$ cat src/rtl/sha1_mem_responder.sv
// sha1_mem_responder: memory-side responder for the SHA-1 accelerator.
// Serves word reads for the core and posts its digest writes into a small
// FIFO. That FIFO drains to the shared data RAM through a req/gnt port.
// Buffered writes always drain before a read is issued, so a read after a
// write to the same address always sees the new data.
module sha1_mem_responder #(
    parameter int RAM_LAT    = 1,
    parameter int WBUF_DEPTH = 8
) (
    input  logic        clk,
    input  logic        rst,
    input  logic        acc_rd_req_i,
    input  logic [31:0] acc_addr_i,
    output logic [31:0] acc_rd_data_o,
    output logic        acc_rd_valid_o,
    input  logic        acc_wr_req_i,
    input  logic [31:0] acc_wr_data_i,
    output logic        acc_wr_ack_o,
    output logic        acc_busy_o,
    output logic        ram_req_o,
    input  logic        ram_gnt_i,
    output logic        ram_we_o,
    output logic [31:0] ram_addr_o,
    output logic [31:0] ram_wdata_o,
    input  logic [31:0] ram_rdata_i
);

    localparam int PTR_W = $clog2(WBUF_DEPTH);
    localparam int CNT_W = PTR_W + 1;
    localparam logic [31:0] WORD_MASK = 32'hFFFF_FFFC;

    typedef enum logic [1:0] {
        IDLE,
        WR_DRAIN,
        RD_ISSUE,
        RD_WAIT
    } state_t;

    state_t state;
    state_t next_state;

    logic [31:0] buf_addr [WBUF_DEPTH];
    logic [31:0] buf_data [WBUF_DEPTH];
    logic [PTR_W-1:0] wr_ptr;
    logic [PTR_W-1:0] rd_ptr;
    logic [CNT_W-1:0] count;

    logic        full;
    logic        push;
    logic        pop;
    logic        rd_start;
    logic        rd_grant;
    logic        capture;
    logic [31:0] rd_addr;
    logic [2:0]  lat_cnt;

    // A granted drain frees a slot in the same cycle, so a full buffer can
    // still accept a word while it is popping.
    assign full         = (count == CNT_W'(WBUF_DEPTH));
    assign push         = acc_wr_req_i && (!full || pop);
    assign acc_wr_ack_o = push;
    assign acc_busy_o   = (count != '0) || (state != IDLE);

    // State register
    always_ff @(posedge clk or negedge rst) begin
        if (!rst) begin
            state <= IDLE;
        end else begin
            state <= next_state;
        end
    end

    // Next-state and RAM port drive; RAM outputs depend only on state and
    // registered values, so they stay stable while gnt is low
    always_comb begin
        next_state  = state;
        ram_req_o   = 1'b0;
        ram_we_o    = 1'b0;
        ram_addr_o  = 32'h0;
        ram_wdata_o = 32'h0;
        pop         = 1'b0;
        rd_start    = 1'b0;
        rd_grant    = 1'b0;
        capture     = 1'b0;
        case (state)
            IDLE: begin
                if (count != '0) begin
                    next_state = WR_DRAIN;
                end else if (acc_rd_req_i && !acc_rd_valid_o) begin
                    next_state = RD_ISSUE;
                    rd_start   = 1'b1;
                end
            end
            WR_DRAIN: begin
                ram_req_o   = 1'b1;
                ram_we_o    = 1'b1;
                ram_addr_o  = buf_addr[rd_ptr] & WORD_MASK;
                ram_wdata_o = buf_data[rd_ptr];
                if (ram_gnt_i) begin
                    pop = 1'b1;
                    if (count == CNT_W'(1) && !acc_wr_req_i) begin
                        next_state = IDLE;
                    end
                end
            end
            RD_ISSUE: begin
                ram_req_o  = 1'b1;
                ram_addr_o = rd_addr;
                if (ram_gnt_i) begin
                    rd_grant   = 1'b1;
                    next_state = RD_WAIT;
                end
            end
            RD_WAIT: begin
                if (lat_cnt == 3'd1) begin
                    capture    = 1'b1;
                    next_state = IDLE;
                end
            end
            default: next_state = IDLE;
        endcase
    end

    // Write buffer pointers and occupancy
    always_ff @(posedge clk or negedge rst) begin
        if (!rst) begin
            wr_ptr <= '0;
            rd_ptr <= '0;
            count  <= '0;
        end else begin
            if (push) begin
                wr_ptr <= wr_ptr + PTR_W'(1);
            end
            if (pop) begin
                rd_ptr <= rd_ptr + PTR_W'(1);
            end
            if (push && !pop) begin
                count <= count + CNT_W'(1);
            end else if (pop && !push) begin
                count <= count - CNT_W'(1);
            end
        end
    end

    // Write buffer storage; contents are meaningless while count is zero
    always_ff @(posedge clk) begin
        if (push) begin
            buf_addr[wr_ptr] <= acc_addr_i;
            buf_data[wr_ptr] <= acc_wr_data_i;
        end
    end

    // Read path: latch the address, count down the RAM latency, capture data
    // on the last wait cycle
    always_ff @(posedge clk or negedge rst) begin
        if (!rst) begin
            rd_addr        <= 32'h0;
            lat_cnt        <= 3'd0;
            acc_rd_data_o  <= 32'h0;
            acc_rd_valid_o <= 1'b0;
        end else begin
            acc_rd_valid_o <= capture;
            if (rd_start) begin
                rd_addr <= acc_addr_i & WORD_MASK;
            end
            if (rd_grant) begin
                lat_cnt <= 3'(RAM_LAT);
            end else if (state == RD_WAIT) begin
                lat_cnt <= lat_cnt - 3'd1;
            end
            if (capture) begin
                acc_rd_data_o <= ram_rdata_i;
            end
        end
    end

endmodule

$ cat config.mk
export PLATFORM = sky130hd
export DESIGN_NAME = sha1_mem_responder
export DESIGN_NICKNAME = d
export VERILOG_FILES = /design/src/rtl/sha1_mem_responder.sv
export SDC_FILE = /design/constraint.sdc
export NUM_CORES = 1
export LEC_CHECK = 0
export CAP_MARGIN = 0
export CORE_MARGIN = 5
export CORE_UTILIZATION = 45
export CTS_CLUSTER_SIZE = 24
export DETAILED_ROUTE_END_ITERATION = 7
export DONT_BUFFER_PORTS = 1
export HOLD_SLACK_MARGIN = 0.15
export MAX_ROUTING_LAYER = met4
export PLACE_DENSITY = 0.72
export SLEW_MARGIN = 15
export SYNTH_ARGS = -nofsm -noshare
export SYNTH_HDL_FRONTEND = slang
export SYNTH_SLANG_ARGS = --single-unit
$ cat constraint.sdc
create_clock -name clk -period 14.6 [get_ports clk]
set_input_delay 2.19 -clock clk [delete_from_list [all_inputs] [get_ports clk]]
set_output_delay 2.19 -clock clk [all_outputs]
set_load 0.02 [all_outputs]
==> impl_metrics.csv <==
group,metric,value,unit
floorplanning,core-area,0.0500,mm^2
global_route,grt.total_usage,17.2,%
floorplanning,pin_count,202,
setup_path,crit_top_cell,"buf_4",
run_status,outcome,"complete, no violations",
place,finalWeightedCongestion,0.746,
place,io_buffers,0,
clock_tree,cts.htree.levels,2,
finish,final_common_cell,"edfxtp_1",
setup_path,cp-end-kind,"output pin",
place,placed_cell_area,0.0233,mm^2
floorplanning,rows,82,
finish,syn2layout_area_growth,11.1,%
setup_path,critical_path.startpoint_type,"flip-flop",
timing,rsz0062_at_grt,"no",
clock_tree,clk_latency,0.60,ns
routing,drc,0,
power_and_ir_drop,powerDensity,204,mW/mm^2
clock_tree,path_clk_slew,0.06,ns
global_route,overflow,0,
yosys,syn_area,0.0226,mm^2
routing,viasPerCell,5.49,
timing,tightest_slew,1.08,ns
power_and_ir_drop,vdd_drop_max,0.119,mV
routing,routed_wirelength,46000,um
finish,nets,1346,
finish,final_cell_mix,"496 x edfxtp_1, 161 x nand2_1, 94 x mux2i_1, 94 x mux4_2, 75 x dfrtp_1",
floorplanning,die_w,234,um
setup_path,path_class,"reg2out",
timing,finalCritPeriodShare,42.7,%
finish,antennaDiodeCount,0,
timing,period_needed,6.23,ns
clock_tree,cts_buffers,56,
place,post-dp-hpwl,24600,um
floorplanning,die-height,234,um
setup_path,required,12.41,ns
finish,stdcell_area,0.0251,mm^2
clock_tree,cts_hold_buf,0,
setup_path,crit_chain,"buf_4 > buf_4 > mux2i_1 > a22oi_1 > o211ai_1 > a21boi_1",
timing,fmax,160,MHz
floorplanning,initial_core_util,45.2,%
clock_tree,cts_buffer_depth,3,
hold_path,hp-class,"reg2reg",
routing,drt_iter0_drc,677,
yosys,synth-seq-area-share,74.5,%
yosys,netlist_instances,1218,
job,drv_cap,0,
timing,setup_viol,0,
setup_path,crit_arrival,4.04,ns
global_route,grt_max_degree,79,
routing,postRouteAntennaNets,0,
yosys,ys_warn_count,0,
timing,fin_skew,0.0241,ns
routing,drt_pass1_iterations,7,
yosys,async_flop_share,13.6,%
clock_tree,cts_resized,0,
setup_path,cp_max_fo,45,
timing,hold_viol_final,0,
global_route,grt_pass1_wl,68900,um
power_and_ir_drop,p_leak,8.51,nW
yosys,ys.flop_type,"edfxtp_1",
timing,maxSlewHeadroom,28.2,%
clock_tree,post_cts_buffers,0,
timing,setup_tns,0,ns
clock_tree,ctsRootBufferMaster,"clkbuf_16",
finish,final_layout_size_suffix_gt1_share,19.3,%
clock_tree,cts_tree,"yes",
global_route,antenna_found_initial,0,
yosys,synth_edf_count,496,
floorplanning,die_area,0.0548,mm^2
yosys,syn_avg_cell_area,18.6,um^2
routing,wl_per_cell,23.6,um
routing,vias,10700,
global_route,grt_pass1_vias,11200,
clock_tree,cts.sinks,574,
setup_path,crit_slowest_cell,"buf_4",
setup_path,slowest_delay,0.79,ns
timing,drv_slew,0,
yosys,synth.distinct_cells,35,
yosys,synth_seq_cells,574,
## metal layers
metal  up-vias  track usage [%]  wire length [um]
met5         -                -                 0
met4         0             4.99               909
met3        62             3.38              2300
met2       230             29.0             24100
met1      5653             21.4             18600
li1       4763                -                 -
## cell type report
class	instances	area (um^2)
Timing Repair Buffer	20	150
Clock inverter	25	250
Multi-Input combinational cell	568	5390
Fill cell	3991	24900
Sequential cell	574	16900
Inverter	11	41.3
Clock buffer	79	1580
Tap cell	672	841
## Yosys cell counts (all sizes together), types with 11 or more instances
cell,count,area (um^2)
a21boi,16,120
a21oi,18,90.1
a22oi,30,225
buf,39,294
clkbuf,27,101
dfrtp,78,1950
edfxtp,496,14900
ha,14,175
inv,11,41.3
mux2,34,383
mux2i,94,941
mux4,94,2120
nand2,161,604
nor2b,35,219
o211ai,16,120
o21ai,19,95.1
## worst max-delay path: cells and delay by family (launching register included)
family          cells  cell delay [ns]
buf+inv             2             1.57
compound gates      3             0.94
flops               1             0.71
mux                 1             0.16
## logic make-up after synthesis
kind of cell | share of synthesized area, %
flip-flops | 74.5
multiplexers | 15.2
AND/OR/NAND/NOR | 4.18
AO/OA/AOI/OAI | 2.96
buffers and inverters | 1.93
adder cells (fa/ha/maj) | 0.775
XOR/XNOR | 0.387
other | 0.0166
## power by group
part / leakage, nW / internal [mW] / total, mW / switching (mW)
clock network: 0.891 / 0.825 / 1.42 / 0.591
logic: 2.26 / 0.573 / 1.45 / 0.880
registers: 5.36 / 2.09 / 2.26 / 0.174
total: 8.51 / 3.49 / 5.13 / 1.64
## path summary, 6_finish.rpt
check | cells after the start | from | endpoint | slack (ns)
min reg2reg | 1 | count[3] | count[3] | 0.49
max | 6 | rd_ptr[0] | ram_addr_o[11] | 8.37
min | 1 | count[3] | count[3] | 0.49
min in group asynchronous | 0 | rst | rd_addr[6] | 1.29
max reg2reg | 7 | state[1] | buf_addr[0][29] | 10.60
max in group asynchronous | 0 | rst | rd_addr[8] | 13.16
## state kept, by name, summed over array words and instances (netlist names)
signal / flops
buf_data: 256
buf_addr: 240
acc_rd_valid_o: 1
acc_rd_data_o: 32
rd_ptr: 3
wr_ptr: 3
count: 4
state: 2
rd_addr: 30
lat_cnt: 3
## metrics by stage
stage | setup WS (ns) | instances | total power [mW] | utilization, % | hold WS (ns)
after floorplan | 6.90 | 1219 | 3.44 | - | 0.463
after global placement | 8.89 | 1845 | 3.75 | 46.6 | 0.487
after detailed placement | 8.88 | 1845 | 3.79 | 46.6 | 0.486
after CTS | 8.21 | 1949 | 5.21 | 50.2 | 0.499
after global routing | 7.98 | 1949 | 5.39 | 50.2 | 0.520
final | 8.37 | 1949 | 5.13 | 50.2 | 0.495
Note: power is estimated with default switching activity, not from simulation.
